## config.mk

```make
export PLATFORM = sky130hd
export DESIGN_NAME = prime_gen
export DESIGN_NICKNAME = d
export VERILOG_FILES = /design/src/rtl/prime_pkg.sv /design/src/rtl/prime_div_step.sv /design/src/rtl/prime_gen.sv
export SDC_FILE = /design/constraint.sdc
export NUM_CORES = 1
export LEC_CHECK = 0
export BUFFER_PORTS_ARGS = -buffer_cell sky130_fd_sc_hd__buf_2
export CORE_MARGIN = 2
export CORE_UTILIZATION = 40
export DETAILED_ROUTE_END_ITERATION = 10
export GPL_TIMING_DRIVEN = 0
export PLACE_DENSITY_LB_ADDON = 0.15
export SLEW_MARGIN = 20
export SYNTH_ARGS = -nofsm -noshare
export SYNTH_HDL_FRONTEND = slang
export SYNTH_SLANG_ARGS = --single-unit
```

## constraint.sdc

```tcl
create_clock -name clk -period 16.9 [get_ports clk]
set_input_delay 1.69 -clock clk [delete_from_list [all_inputs] [get_ports clk]]
set_output_delay 1.69 -clock clk [all_outputs]
set_load 0.005 [all_outputs]
```

## src/rtl/prime_pkg.sv

```systemverilog
// Shared types and constants for the prime generator: FSM state encoding,
// default data width and the first candidate tested.
package prime_pkg;

    localparam int PRIME_W   = 8;
    localparam int MIN_PRIME = 2;

    typedef enum logic [2:0] {
        IDLE,
        TEST,
        EMIT,
        NEXT,
        DONE
    } state_e;

endpackage : prime_pkg

```

## src/rtl/prime_div_step.sv

```systemverilog
// One trial-division step: decides whether the current divisor has passed
// sqrt(cand), and whether it divides cand evenly.
module prime_div_step
    import prime_pkg::*;
#(
    parameter int N = PRIME_W
) (
    input  logic [N-1:0] cand_i,
    input  logic [N-1:0] div_i,
    output logic         is_prime_final_o,
    output logic         is_divisible_o
);

    logic [2*N-1:0] div_sq;
    logic [N-1:0]   safe_div;

    // NOTE: every output gets a value on every path through always_comb, so no latch can be inferred.
    always_comb begin
        div_sq           = {{N{1'b0}}, div_i} * {{N{1'b0}}, div_i};
        // div is zero only while idle; keep the modulo well defined there.
        safe_div         = (div_i == '0) ? N'(1) : div_i;
        is_prime_final_o = div_sq > {{N{1'b0}}, cand_i};
        is_divisible_o   = (cand_i % safe_div) == '0;
    end

endmodule : prime_div_step

```

## src/rtl/prime_gen.sv

```systemverilog
// Sequential prime generator: walks candidates 2..limit, trial-divides one
// divisor per clock and streams each prime out on a valid/ready interface.
module prime_gen
    import prime_pkg::*;
#(
    parameter int N = PRIME_W
) (
    input  logic         clk,
    input  logic         rst_n,
    input  logic         start,
    input  logic [N-1:0] limit,
    output logic [N-1:0] p_data,
    output logic         p_valid,
    input  logic         p_ready,
    output logic         busy,
    output logic         done,
    output logic [N-1:0] count
);

    state_e       state_q;
    logic [N-1:0] lim_q;
    logic [N-1:0] cand_q;
    logic [N-1:0] div_q;
    logic [N-1:0] p_data_q;
    logic         p_valid_q;
    logic         busy_q;
    logic         done_q;
    logic [N-1:0] count_q;

    logic         is_prime_final;
    logic         is_divisible;

    prime_div_step #(
        .N (N)
    ) u_div_step (
        .cand_i           (cand_q),
        .div_i            (div_q),
        .is_prime_final_o (is_prime_final),
        .is_divisible_o   (is_divisible)
    );

    // NOTE: all state below updates with non-blocking assignments so every register samples pre-edge values.
    always_ff @(posedge clk or negedge rst_n) begin
        if (!rst_n) begin
            state_q   <= IDLE;
            lim_q     <= '0;
            cand_q    <= '0;
            div_q     <= '0;
            p_data_q  <= '0;
            p_valid_q <= 1'b0;
            busy_q    <= 1'b0;
            done_q    <= 1'b0;
            count_q   <= '0;
        end else begin
            done_q <= 1'b0;
            case (state_q)
                IDLE: begin
                    if (start) begin
                        lim_q   <= limit;
                        cand_q  <= N'(MIN_PRIME);
                        div_q   <= N'(MIN_PRIME);
                        count_q <= '0;
                        busy_q  <= 1'b1;
                        state_q <= (limit < N'(MIN_PRIME)) ? DONE : TEST;
                    end
                end

                TEST: begin
                    if (is_prime_final) begin
                        p_data_q  <= cand_q;
                        p_valid_q <= 1'b1;
                        state_q   <= EMIT;
                    end else if (is_divisible) begin
                        state_q <= NEXT;
                    end else begin
                        div_q <= div_q + N'(1);
                    end
                end

                EMIT: begin
                    if (p_ready) begin
                        p_valid_q <= 1'b0;
                        count_q   <= count_q + N'(1);
                        state_q   <= NEXT;
                    end
                end

                NEXT: begin
                    // Stopping at all-ones keeps the candidate from wrapping back to 0.
                    if (cand_q >= lim_q || cand_q == '1) begin
                        state_q <= DONE;
                    end else begin
                        cand_q  <= cand_q + N'(1);
                        div_q   <= N'(MIN_PRIME);
                        state_q <= TEST;
                    end
                end

                DONE: begin
                    done_q  <= 1'b1;
                    busy_q  <= 1'b0;
                    state_q <= IDLE;
                end

                default: state_q <= IDLE;
            endcase
        end
    end

    assign p_data  = p_data_q;
    assign p_valid = p_valid_q;
    assign busy    = busy_q;
    assign done    = done_q;
    assign count   = count_q;

endmodule : prime_gen

```

# Yosys cells after proc, flatten, opt, wreduce, memory -nomap -nowiden
# Index checks and enable logic that the tools add are counted.
# totals
ff_bits,46
latch_bits,0
ramBits,0
rom_bits,0
in_bits,12
output_inout_bits,19
word_cells,70
n_memories,0
# classes
n_addsub,3
n_mul,1
n_div,1
n_lt_le_gt_ge,3
n_eq_ne,12
shifts,0
muxes,24
bitwise,0
reduce_logical,17
# ops
cell,n
$mux W8,8
$pmux W8 S2,2
$add A8 B1 Y8 const B,3
$pmux W8 S3,1
$mux W3,6
$gt A16 B8 Y1,1
$logic_not A8 Y1,2
$mul A8 B8 Y16,1
$ne A2 B2 Y1 const B,6
$pmux W3 S4,1
$reduce_and A3 Y1,4
$eq A8 B8 Y1 const B,1
$ge A8 B8 Y1,1
$lt A8 B2 Y1 const B,1
$mod A8 B8 Y8,1
$reduce_bool A2 Y1,4
$eq A3 B2 Y1 const B,2
$reduce_and A2 Y1,3
$reduce_and A5 Y1,1
$mux W1,4
$pmux W1 S2,2
$eq A3 B1 Y1 const B,1
$eq A3 B3 Y1 const B,1
$logic_not A3 Y1,1
other kinds (3),3

# Longest topological paths before layout
# Gate-level depths: netlist (run 1).
# logic_depth
depth_word,7
ltp_mapped,58
ltp_nobuf,56

# Hierarchy
# A second synthesis (run 1) with hierarchy kept.
# unflattened
hier_cells,698
hier_area_um2,5929.4
# modules_own_cells
mod,n_inst,cells_each,area_each_um2,seq_area_each_um2
prime_div_step,1,463,3577.2,0.0
prime_gen,1,235,2352.3,1151.1

# Least setup slack after synthesis (run 1)
# Ideal clock, no wire load.
# synth_timing
path_kind,register to register
startpoint,reg div_q[7]
endpoint,reg div_q[0]
setup_ns,0.125
arrival_ns,11.971
required_ns,16.775
slack_ns,4.805
path_stages_with_launch,54
n_path_buf,2
synth_period_minus_slack_ns,12.095
path_cell_list,dfrtp_1 -> or4_4 -> nor3_1 -> nand2_1 -> nand2_1 -> inv_1 -> ha_1 -> a31oi_1 -> a31oi_1 -> ha_1 -> nor4b_1 -> a311oi_1 -> nor2_1 -> or2_2 -> inv_1 -> ha_1 -> o211ai_1 -> a211o_1 -> [... 18 more ...] -> and4_1 -> a211oi_1 -> o2bb2ai_1 -> buf_1 -> nor2_1 -> a21oi_1 -> ha_1 -> nor2b_1 -> o31a_1 -> o31ai_1 -> a21oi_1 -> xor2_1 -> or4_1 -> nand4_1 -> o21a_2 -> buf_6 -> nor2_1 -> mux2_2
# synth_via
elab_chain_len,6
elab_cells_between_ends,9
classes_between,mul: 1; div: 1; order compare: 1; eq/ne: 2; mux: 1; reduce/logical: 3
# synth_rtl
element,line,text
from (decl),prime_gen.sv:23,logic [N-1:0] div_q;
from (signal assigned),prime_gen.sv:61,div_q <= N'(MIN_PRIME);
from (signal assigned),prime_gen.sv:76,div_q <= div_q + N'(1);
from (signal assigned),prime_gen.sv:94,div_q <= N'(MIN_PRIME);
$logic_not A8 Y1,prime_div_step.sv:21,safe_div = (div_i == '0) ? N'(1) : div_i;
$mux W8,prime_div_step.sv:21,
$mod A8 B8 Y8,prime_div_step.sv:23,is_divisible_o = (cand_i % safe_div) == '0;
$logic_not A8 Y1,prime_div_step.sv:23,
$ne A2 B2 Y1 (no source line),-,
$reduce_and A5 Y1 (no source line) *,-,
# Every way passes the cells marked *; elsewhere a longest branch is shown, timed or not.
# A chain may end at the register's enable or synchronous reset.

# Final worst setup path (run 1)
# Same ends and word-level chain as after synthesis.

==> impl_metrics.json, run 1 <==
{
  "design.die.area_um2": 16200,
  "fp.dieW_um": 127,
  "regToRegStartpoint": "div_q[7]",
  "cts_setup_buffers": 0,
  "placed_area_um2": 6450,
  "outcome": "complete, no violations",
  "avgSynthCellArea_um2": 8.30,
  "skew_ns": 0.00754,
  "synthDistinctLibCells": 76,
  "drc": 0,
  "antenna_cells": 0,
  "netlist_area_um2": 6070,
  "r2r_slack_ns": 2.62,
  "drv_slew": 0,
  "multi_input_area_um2": 4530,
  "avgRoutedWirePerCell_um": 16.0,
  "cts_tree": "built",
  "cp_num_buf_inv": 6,
  "hold_depth": 2,
  "critPathSlowestCell": "or4_4",
  "final-seq-area_um2": 1150,
  "tightest_slew_ns": 0.878,
  "cp.depth": 51,
  "start_util": 0.404,
  "first_global_vias": 5397,
  "fin_crit_ns": 14.28,
  "cts_max_level": 2,
  "worstHoldStart": "p_data[5]",
  "cp_max_fo": 10,
  "vias_per_cell": 5.59,
  "synth-main-ff-cell": "dfrtp_1",
  "synthCells": 731,
  "worstSkewPairLatency_ns": 0.29,
  "setup_violations": 0,
  "ctsHoldBuffers": 0,
  "async_reset_ff_frac": 1.00,
  "drtPass1Iterations": 4,
  "grt_pass1_wl_um": 26200,
  "fmax_ghz": 0.0700,
  "ys_ff_latch": 46,
  "rsz0062_at_grt": "false",
  "clock-sinks": 46,
  "endpoint_kind": "register",
  "antenna_found_initial": 0,
  "rows": 45,
  "cts_made_buffers": 5,
  "rr_worst_depth": 51,
  "critPathRequiredTime_ns": 17.07,
  "track_usage": 0.198,
  "placedCellCount": 949,
  "drtIter0Drc": 310,
  "crit_arrival_ns": 14.46,
  "synth_top_area_share": 0.190,
  "syn2layout_area_growth_pct": 8.89,
  "ant_nets": 0,
  "place.gp.congestion": 0.907,
  "yosys.area.top_type": "dfrtp_1",
  "cts_root_buffer": "clkbuf_16",
  "synthTopCellsByArea": "dfrtp_1 19%, ha_1 18%, fa_1 8.6%",
  "hpwl_um": 12500,
  "r2r-end": "div_q[0]",
  "yosysWarnings": 0,
  "fill_cells": 1497,
  "cts_resized": 0,
  "syn_nets": 857,
  "slew_headroom": 0.413,
  "crit_path_max_incr_delay_ns": 0.59,
  "dieHeight_um": 127,
  "crit_path_start": "div_q[7]",
  "hold_path_end": "p_data[5]",
  "final_cells": 957,
  "seq_area_frac_synth": 0.190,
  "num_io_pins": 31,
  "hold_class": "reg -> reg",
  "startpoint_type": "register",
  "cpLargestDelayFamily": "compound AO/OA/AOI/OAI gates",
  "fin_setup_tns_ns": 0,
  "layout-drive-gt1-share": 0.0832,
  "hold_viol": 0,
  "io_buffers": 30,
  "core_area_um2": 15000,
  "finalNetCount": 894,
  "synth_edf_count": 0,
  "wirelength_um": 15300,
  "clockBufferDepth": 2,
  "via_count": 5354,
  "clk_pin_slew_ns": 0.07,
  "final_area_um2": 6610,
  "period_share": 0.845,
  "crit_top_cell": "ha_1",
  "grt_max_degree": 47,
  "max-cap-violations": 0,
  "path_class": "reg -> reg",
  "grt-ovfl-total": 0
}
-- cell usage after synthesis (14+ instances only) --
library cell  instances
a21oi_1              29
inv_1                79
nand3_1              22
nor3_1               24
ha_1                 88
nand2_1              52
fa_1                 26
xnor2_1              22
o21ai_0              41
clkbuf_1             18
nor2_1               69
dfrtp_1              46
o21a_1               14
-- sequential cells by signal, summed over array words and instances (netlist names) --
signal / flops
state_q: 3
done: 1
p_data: 8
div_q: 8
count: 8
p_valid: 1
busy: 1
lim_q: 8
cand_q: 8
-- worst max path at each step --
stage | end | slack [ns]
2_1_floorplan | div_q[0] | 4.80
3_3_place_gp | div_q[0] | 3.19
3_5_place_dp | div_q[0] | 2.85
4_1_cts | div_q[0] | 2.79
5_1_grt | div_q[0] | 1.66
6_report | div_q[0] | 2.62
-- cell type report --
| class | instances | area share |
|---|---|---|
| Tap cell | 188 | 0.0356 |
| Sequential cell | 46 | 0.174 |
| Inverter | 79 | 0.0449 |
| Clock buffer | 5 | 0.0189 |
| Timing Repair Buffer | 30 | 0.0231 |
| Buffer | 21 | 0.0133 |
| Multi-Input combinational cell | 585 | 0.686 |
| Clock inverter | 3 | 0.00398 |
-- kinds of logic after synthesis --
family | count (synthesis) | synth area share
buf+inv | 100 | 0.0633
simple gates | 247 | 0.204
fa+ha+maj | 114 | 0.267
xor+xnor | 33 | 0.0476
mux | 14 | 0.0247
compound gates | 177 | 0.203
flops | 46 | 0.190
-- stage by stage --
| stage | hold slack [ns] | setup slack (ns) | utilization |
|---|---|---|---|
| 2_1_floorplan | 0.473 | 4.80 | - |
| 3_3_place_gp | 0.466 | 3.19 | 0.429 |
| 3_5_place_dp | 0.471 | 2.85 | 0.429 |
| 4_1_cts | 0.490 | 2.79 | 0.439 |
| 5_1_grt | 0.511 | 1.66 | 0.440 |
| 6_report | 0.491 | 2.62 | 0.440 |
-- worst register-to-register path, delay by kind of cell, from the launching register on --
family	cells	cell delay (ns)
AOI/OAI and AO/OA	17	4.33
DFF	1	0.45
xor gates and xnor gates	1	0.14
adders and majority gates	8	2.66
muxes	4	1.46
and+or+nand+nor	15	4.06
buffers and inverters	6	1.10
-- placed cells by master, fill, tap and decap left out, types with 24 or more instances in the layout --
cell / Yosys / routed
nand2_1: 52 / 52
inv_1: 79 / 79
dfrtp_1: 46 / 46
fa_1: 26 / 26
buf_2: 1 / 30
a21oi_1: 29 / 29
nor3_1: 24 / 24
ha_1: 88 / 88
o21ai_0: 41 / 41
nor2_1: 69 / 69
-- routing by layer --
layer / share of wire / global-route usage / vias to the layer above
met5: 0 / 0 / -
met1: 0.48 / 0.281 / 2566
met3: 0.037 / 0.0188 / 18
met2: 0.46 / 0.327 / 88
li1: - / - / 2682
met4: 0.015 / 0.0459 / 0
Power of run 1 is not shown: default switching activity piles up to over one toggle a cycle in this logic, so the estimate is an artifact.
==> run 2: changes to the inputs <==
clock period = 11.6 ns   (was 16.9 ns; I/O delays follow)
==> run 2 against run 1 <==
Compared with the run above:
- the flow now finishes with violations (negative setup slack)
- final area grew 20%
- clock-buffer cell count is the same
- die area is the same
- highest routed layer unchanged
==> impl_metrics.json, run 2 (synthesis gave the netlist of run 1 again) <==
{
  "outcome": "finished with violations",
  "failed_checks": "negative setup slack",
  "worstSkewPairLatency_ns": 0.30,
  "endpoint_kind": "register",
  "clock-sinks": 46,
  "grt-ovfl-total": 0,
  "fmax_ghz": 0.0837,
  "drtPass1Iterations": 5,
  "num_io_pins": 31,
  "cts_root_buffer": "clkbuf_16",
  "place.gp.congestion": 0.894,
  "r2r_slack_ns": -0.35,
  "path_class": "reg -> reg",
  "vias_per_cell": 5.68,
  "antenna_found_initial": 0,
  "endpoint": "div_q[0]",
  "syn2layout_area_growth_pct": 30.4,
  "final_area_um2": 7910,
  "fin_crit_ns": 11.95,
  "fin_ws_ns": -0.345,
  "skew_ns": 0.0116,
  "ctsHoldBuffers": 0,
  "startpoint_type": "register",
  "tightest_slew_ns": 0.827,
  "regToRegStartpoint": "div_q[5]",
  "cts_made_buffers": 5,
  "finalNetCount": 980,
  "antenna_cells": 0,
  "hpwl_um": 12800,
  "first_global_vias": 6028,
  "crit_path_max_incr_delay_ns": 0.57,
  "layout-drive-gt1-share": 0.276,
  "cts_tree": "built",
  "start_util": 0.404,
  "max-cap-violations": 0,
  "design.die.area_um2": 16200,
  "crit_arrival_ns": 12.13,
  "io_buffers": 30,
  "drc": 0,
  "hold_viol": 0,
  "fp.dieW_um": 127,
  "clockBufferDepth": 2,
  "grt_max_degree": 47,
  "drtIter0Drc": 314,
  "critPathRequiredTime_ns": 11.78,
  "rows": 45,
  "grt_pass1_wl_um": 28900,
  "hold_class": "reg -> reg",
  "final_common_cell": "buf_4",
  "core_area_um2": 15000,
  "cts_max_level": 2,
  "setup_violations": 10,
  "layout_common_cells": "83 x buf_4, 76 x inv_1, 70 x ha_1, 63 x nor2_1, 47 x nand2_1",
  "dieHeight_um": 127,
  "r2r-end": "div_q[0]",
  "clk_pin_slew_ns": 0.07,
  "crit_top_cell": "ha_4",
  "wirelength_um": 17800,
  "avgRoutedWirePerCell_um": 17.1,
  "rsz0062_at_grt": "true",
  "crit_path_start": "div_q[5]",
  "placed_area_um2": 6590,
  "track_usage": 0.219,
  "drv_slew": 0,
  "slew_headroom": 0.444,
  "fin_util": 0.526,
  "cp_max_fo": 8,
  "via_count": 5926,
  "ant_nets": 0,
  "rr_worst_depth": 55,
  "critPathSlowestCell": "or4_4",
  "period_share": 1.03
}
run 2: worst max-delay path, delay by kind of cell, from the launching register on:
| kind | cells | cell delay (ns) |
|---|---|---|
| multiplexers | 4 | 1.03 |
| AO/OA/AOI/OAI | 18 | 3.32 |
| XOR/XNOR | 1 | 0.16 |
| flip-flops | 1 | 0.39 |
| adder cells (fa/ha/maj) | 8 | 1.93 |
| AND/OR/NAND/NOR | 17 | 4.09 |
| buffers and inverters | 7 | 0.87 |
run 2: through the flow:
| step | instances | TNS, ns | setup slack [ns] | hold slack, ns |
|---|---|---|---|---|
| 3_3_place_gp | 949 | -12.09 | -1.35 | 0.471 |
| 6_report | 1043 | -2.70 | -0.345 | 0.487 |
| 3_5_place_dp | 949 | -13.89 | -1.53 | 0.471 |
| 5_1_grt | 1043 | -6.63 | -0.719 | 0.538 |
| 4_1_cts | 1026 | -0.0141 | -0.0115 | 0.489 |
| 2_1_floorplan | 731 | -0.00625 | -0.00625 | 0.473 |
run 2: repair_timing:
action                                  in CTS  in global routing
gates resized for setup                     68                 34
buffers inserted                            69                 18
endpoints found under the setup margin      10                 10
hold endpoints to repair                     0                  0
pin swaps                                   53                 32
run 2: final cells by class:
type / count / area, µm²
fillers: 1369 / 7120
multi-input cells: 585 / 5160
flip-flops and latches: 46 / 1150
repair buffers: 116 / 813
inverters: 79 / 304
well taps: 188 / 235
clock buffers: 5 / 125
plain buffers: 21 / 96.3
clock inverters: 3 / 27.5
run 2: how the worst min path moves through the flow:
stage                          from        end  slack (ns)  cells after the start
after floorplan           p_data[0]  p_data[0]        0.47                      2
after global placement    p_data[6]  p_data[6]        0.47                      2
after detailed placement  p_data[6]  p_data[6]        0.47                      2
after CTS                 p_data[6]  p_data[6]        0.49                      2
after global routing      p_data[6]  p_data[6]        0.54                      2
final                     p_data[6]  p_data[6]        0.49                      2
run 2: metal layers:
layer  vias to the layer above  track usage  routed length (µm)
met4                         0       0.0782                 507
met2                       146        0.379                8600
li1                       2855            -                   -
met1                      2884        0.285                8130
met5                         -            0                   0
met3                        41       0.0255                 587
Power of run 2 is left out for the same reason.
==> run 3: changes to the inputs <==
SYNTH_HIERARCHICAL = 1   (was unset)
==> run 3 against run 2 <==
Compared with the run above:
- the flow still finishes with violations (negative setup slack)
- sequential share of layout area up 0.90 points
- hold slack worse by 0.0077 ns
- via count down 8.8%
- first-iteration DRC count up 9.2%
- clock skew down 0.0046 ns
- critical path depth up 4
- critical path type unchanged
- critical endpoint is now div_q[1]
==> impl_metrics.json, run 3 <==
{
  "outcome": "finished with violations",
  "failed_checks": "negative setup slack",
  "crit_path_max_incr_delay_ns": 0.46,
  "period_share": 1.00,
  "fp.dieW_um": 126,
  "grt_max_degree": 47,
  "yosys.area.top_type": "dfrtp_1",
  "crit_top_cell": "buf_4",
  "clock-sinks": 46,
  "io_buffers": 30,
  "seq_area_frac_synth": 0.194,
  "cts_made_buffers": 5,
  "hold_viol": 0,
  "slew_headroom": 0.506,
  "cts_tree": "built",
  "hpwl_um": 11400,
  "drc": 0,
  "track_usage": 0.200,
  "cts_root_buffer": "clkbuf_16",
  "grt_pass1_wl_um": 26100,
  "placed_area_um2": 6390,
  "async_reset_ff_frac": 1.00,
  "skew_ns": 0.00701,
  "netlist_area_um2": 5930,
  "clockBufferDepth": 2,
  "worstSkewPairLatency_ns": 0.29,
  "critPathSlowestCell": "or4_1",
  "drtIter0Drc": 343,
  "design.die.area_um2": 15800,
  "synthTopCellsByArea": "dfrtp_1 19%, ha_1 18%, fa_1 8.8%",
  "synth_top_area_share": 0.194,
  "synth-main-ff-cell": "dfrtp_1",
  "synthDistinctLibCells": 72,
  "layout_common_cells": "79 x inv_1, 70 x ha_1, 60 x buf_4, 54 x nor2_1, 54 x nand2_1",
  "ys_ff_latch": 46,
  "final_common_cell": "inv_1",
  "met2_usage": 0.348,
  "grt_most_used_layer": "met2",
  "setup_violations": 1,
  "syn_nets": 821,
  "avgRoutedWirePerCell_um": 16.5,
  "endpoint_kind": "register",
  "num_io_pins": 31,
  "startpoint_type": "register",
  "wirelength_um": 16200,
  "syn2layout_area_growth_pct": 26.3,
  "post-synth-top-count-cell": "ha_1",
  "path_class": "reg -> reg",
  "clk_pin_slew_ns": 0.07,
  "layout-drive-gt1-share": 0.269,
  "cp_max_fo": 6,
  "cts_max_level": 2,
  "dieHeight_um": 126,
  "ant_nets": 0,
  "fin_ws_ns": -0.00517,
  "final_area_um2": 7490,
  "via_count": 5406,
  "crit_arrival_ns": 11.78,
  "vias_per_cell": 5.52,
  "avgSynthCellArea_um2": 8.49,
  "tightest_slew_ns": 0.740,
  "drtPass1Iterations": 4,
  "synth_edf_count": 0,
  "antenna_found_initial": 0,
  "place.gp.congestion": 0.808,
  "drv_slew": 0,
  "yosysWarnings": 6,
  "finalNetCount": 918,
  "first_global_vias": 5421,
  "synthCells": 698,
  "met1_usage": 0.263,
  "grt-ovfl-total": 0,
  "fin_crit_ns": 11.61,
  "core_area_um2": 14500,
  "antenna_cells": 0,
  "hold_class": "reg -> reg",
  "start_util": 0.408,
  "synth_common_cells": "85 x ha_1, 81 x inv_1, 58 x nor2_1",
  "max-cap-violations": 0,
  "rsz0062_at_grt": "true",
  "rows": 44,
  "critPathRequiredTime_ns": 11.78,
  "met3_usage": 0.0191,
  "fmax_ghz": 0.0862
}
[run 3: cell count changes after synthesis, sizes merged, moves of 6 or more]
cell | before | now
o21ai | 47 | 39
mux2 | 8 | 15
nor2b | 11 | 5
nor2 | 69 | 59
or3 | 12 | 5
xor2 | 11 | 17
clkbuf | 18 | 10
[run 3: repair_timing]
item | 4_1_cts | 5_1_grt
hold buffers | 0 | 0
pin swaps | 30 | 46
buffers inserted | 48 | 15
resized for setup | 50 | 49
setup endpoints to repair | 10 | 10
[run 3: final cells by class]
class / count / area (µm²)
fill: 1386 / 7040
multi-input combinational: 553 / 4910
sequential: 46 / 1160
timing repair buffer: 93 / 649
inverter: 82 / 320
tap: 184 / 230
clock buffer: 7 / 133
buffer: 14 / 57.6
clock inverter: 1 / 30.0
[run 3: per-layer routing]
layer	vias to the layer above	wire length, µm	share of wire
met2	90	8150	0.50
met3	25	409	0.025
met4	0	325	0.020
met5	-	0	0
met1	2627	7330	0.45
li1	2664	-	-
[run 3: worst paths after layout]
kind / slack (ns) / endpoint / cells after the start / startpoint
max in group asynchronous: 10.29 / div_q[7] / 1 / rst_n
min in group asynchronous: 0.87 / count[4] / 1 / rst_n
worst max-delay path: -0.005 / div_q[1] / 59 / div_q[4]
worst min-delay path: 0.48 / p_valid / 1 / p_valid
worst max register to register: -0.005 / div_q[1] / 59 / div_q[4]
worst min register to register: 0.48 / p_valid / 1 / p_valid
[run 3: logic make-up after synthesis]
kind of cell,after synthesis,synth area share
adder cells (fa/ha/maj),111,0.267
multiplexers,23,0.0426
flip-flops,46,0.194
buffers and inverters,99,0.0652
AO/OA/AOI/OAI,159,0.181
AND/OR/NAND/NOR,225,0.199
XOR/XNOR,35,0.0517
[run 3: metrics by stage]
step / utilization / setup slack [ns] / hold slack, ns / setup TNS, ns / std cells
2_1_floorplan: - / 0.00187 / 0.452 / 0 / 698
3_3_place_gp: 0.439 / -1.85 / 0.459 / -16.93 / 912
3_5_place_dp: 0.439 / -1.94 / 0.464 / -17.61 / 912
4_1_cts: 0.491 / 0.0388 / 0.480 / 0 / 966
5_1_grt: 0.515 / -0.406 / 0.504 / -3.44 / 980
6_report: 0.515 / -0.00517 / 0.479 / -0.00517 / 980
[run 3: critical path: cells and delay by family, from the launching register on]
family,cells,cell delay [ns]
AND/OR/NAND/NOR,9,2.01
AO/OA/AOI/OAI,23,4.14
multiplexers,3,0.89
adder cells (fa/ha/maj),7,1.76
buffers and inverters,17,2.25
flip-flops,1,0.42
Power of run 3 is left out for the same reason.
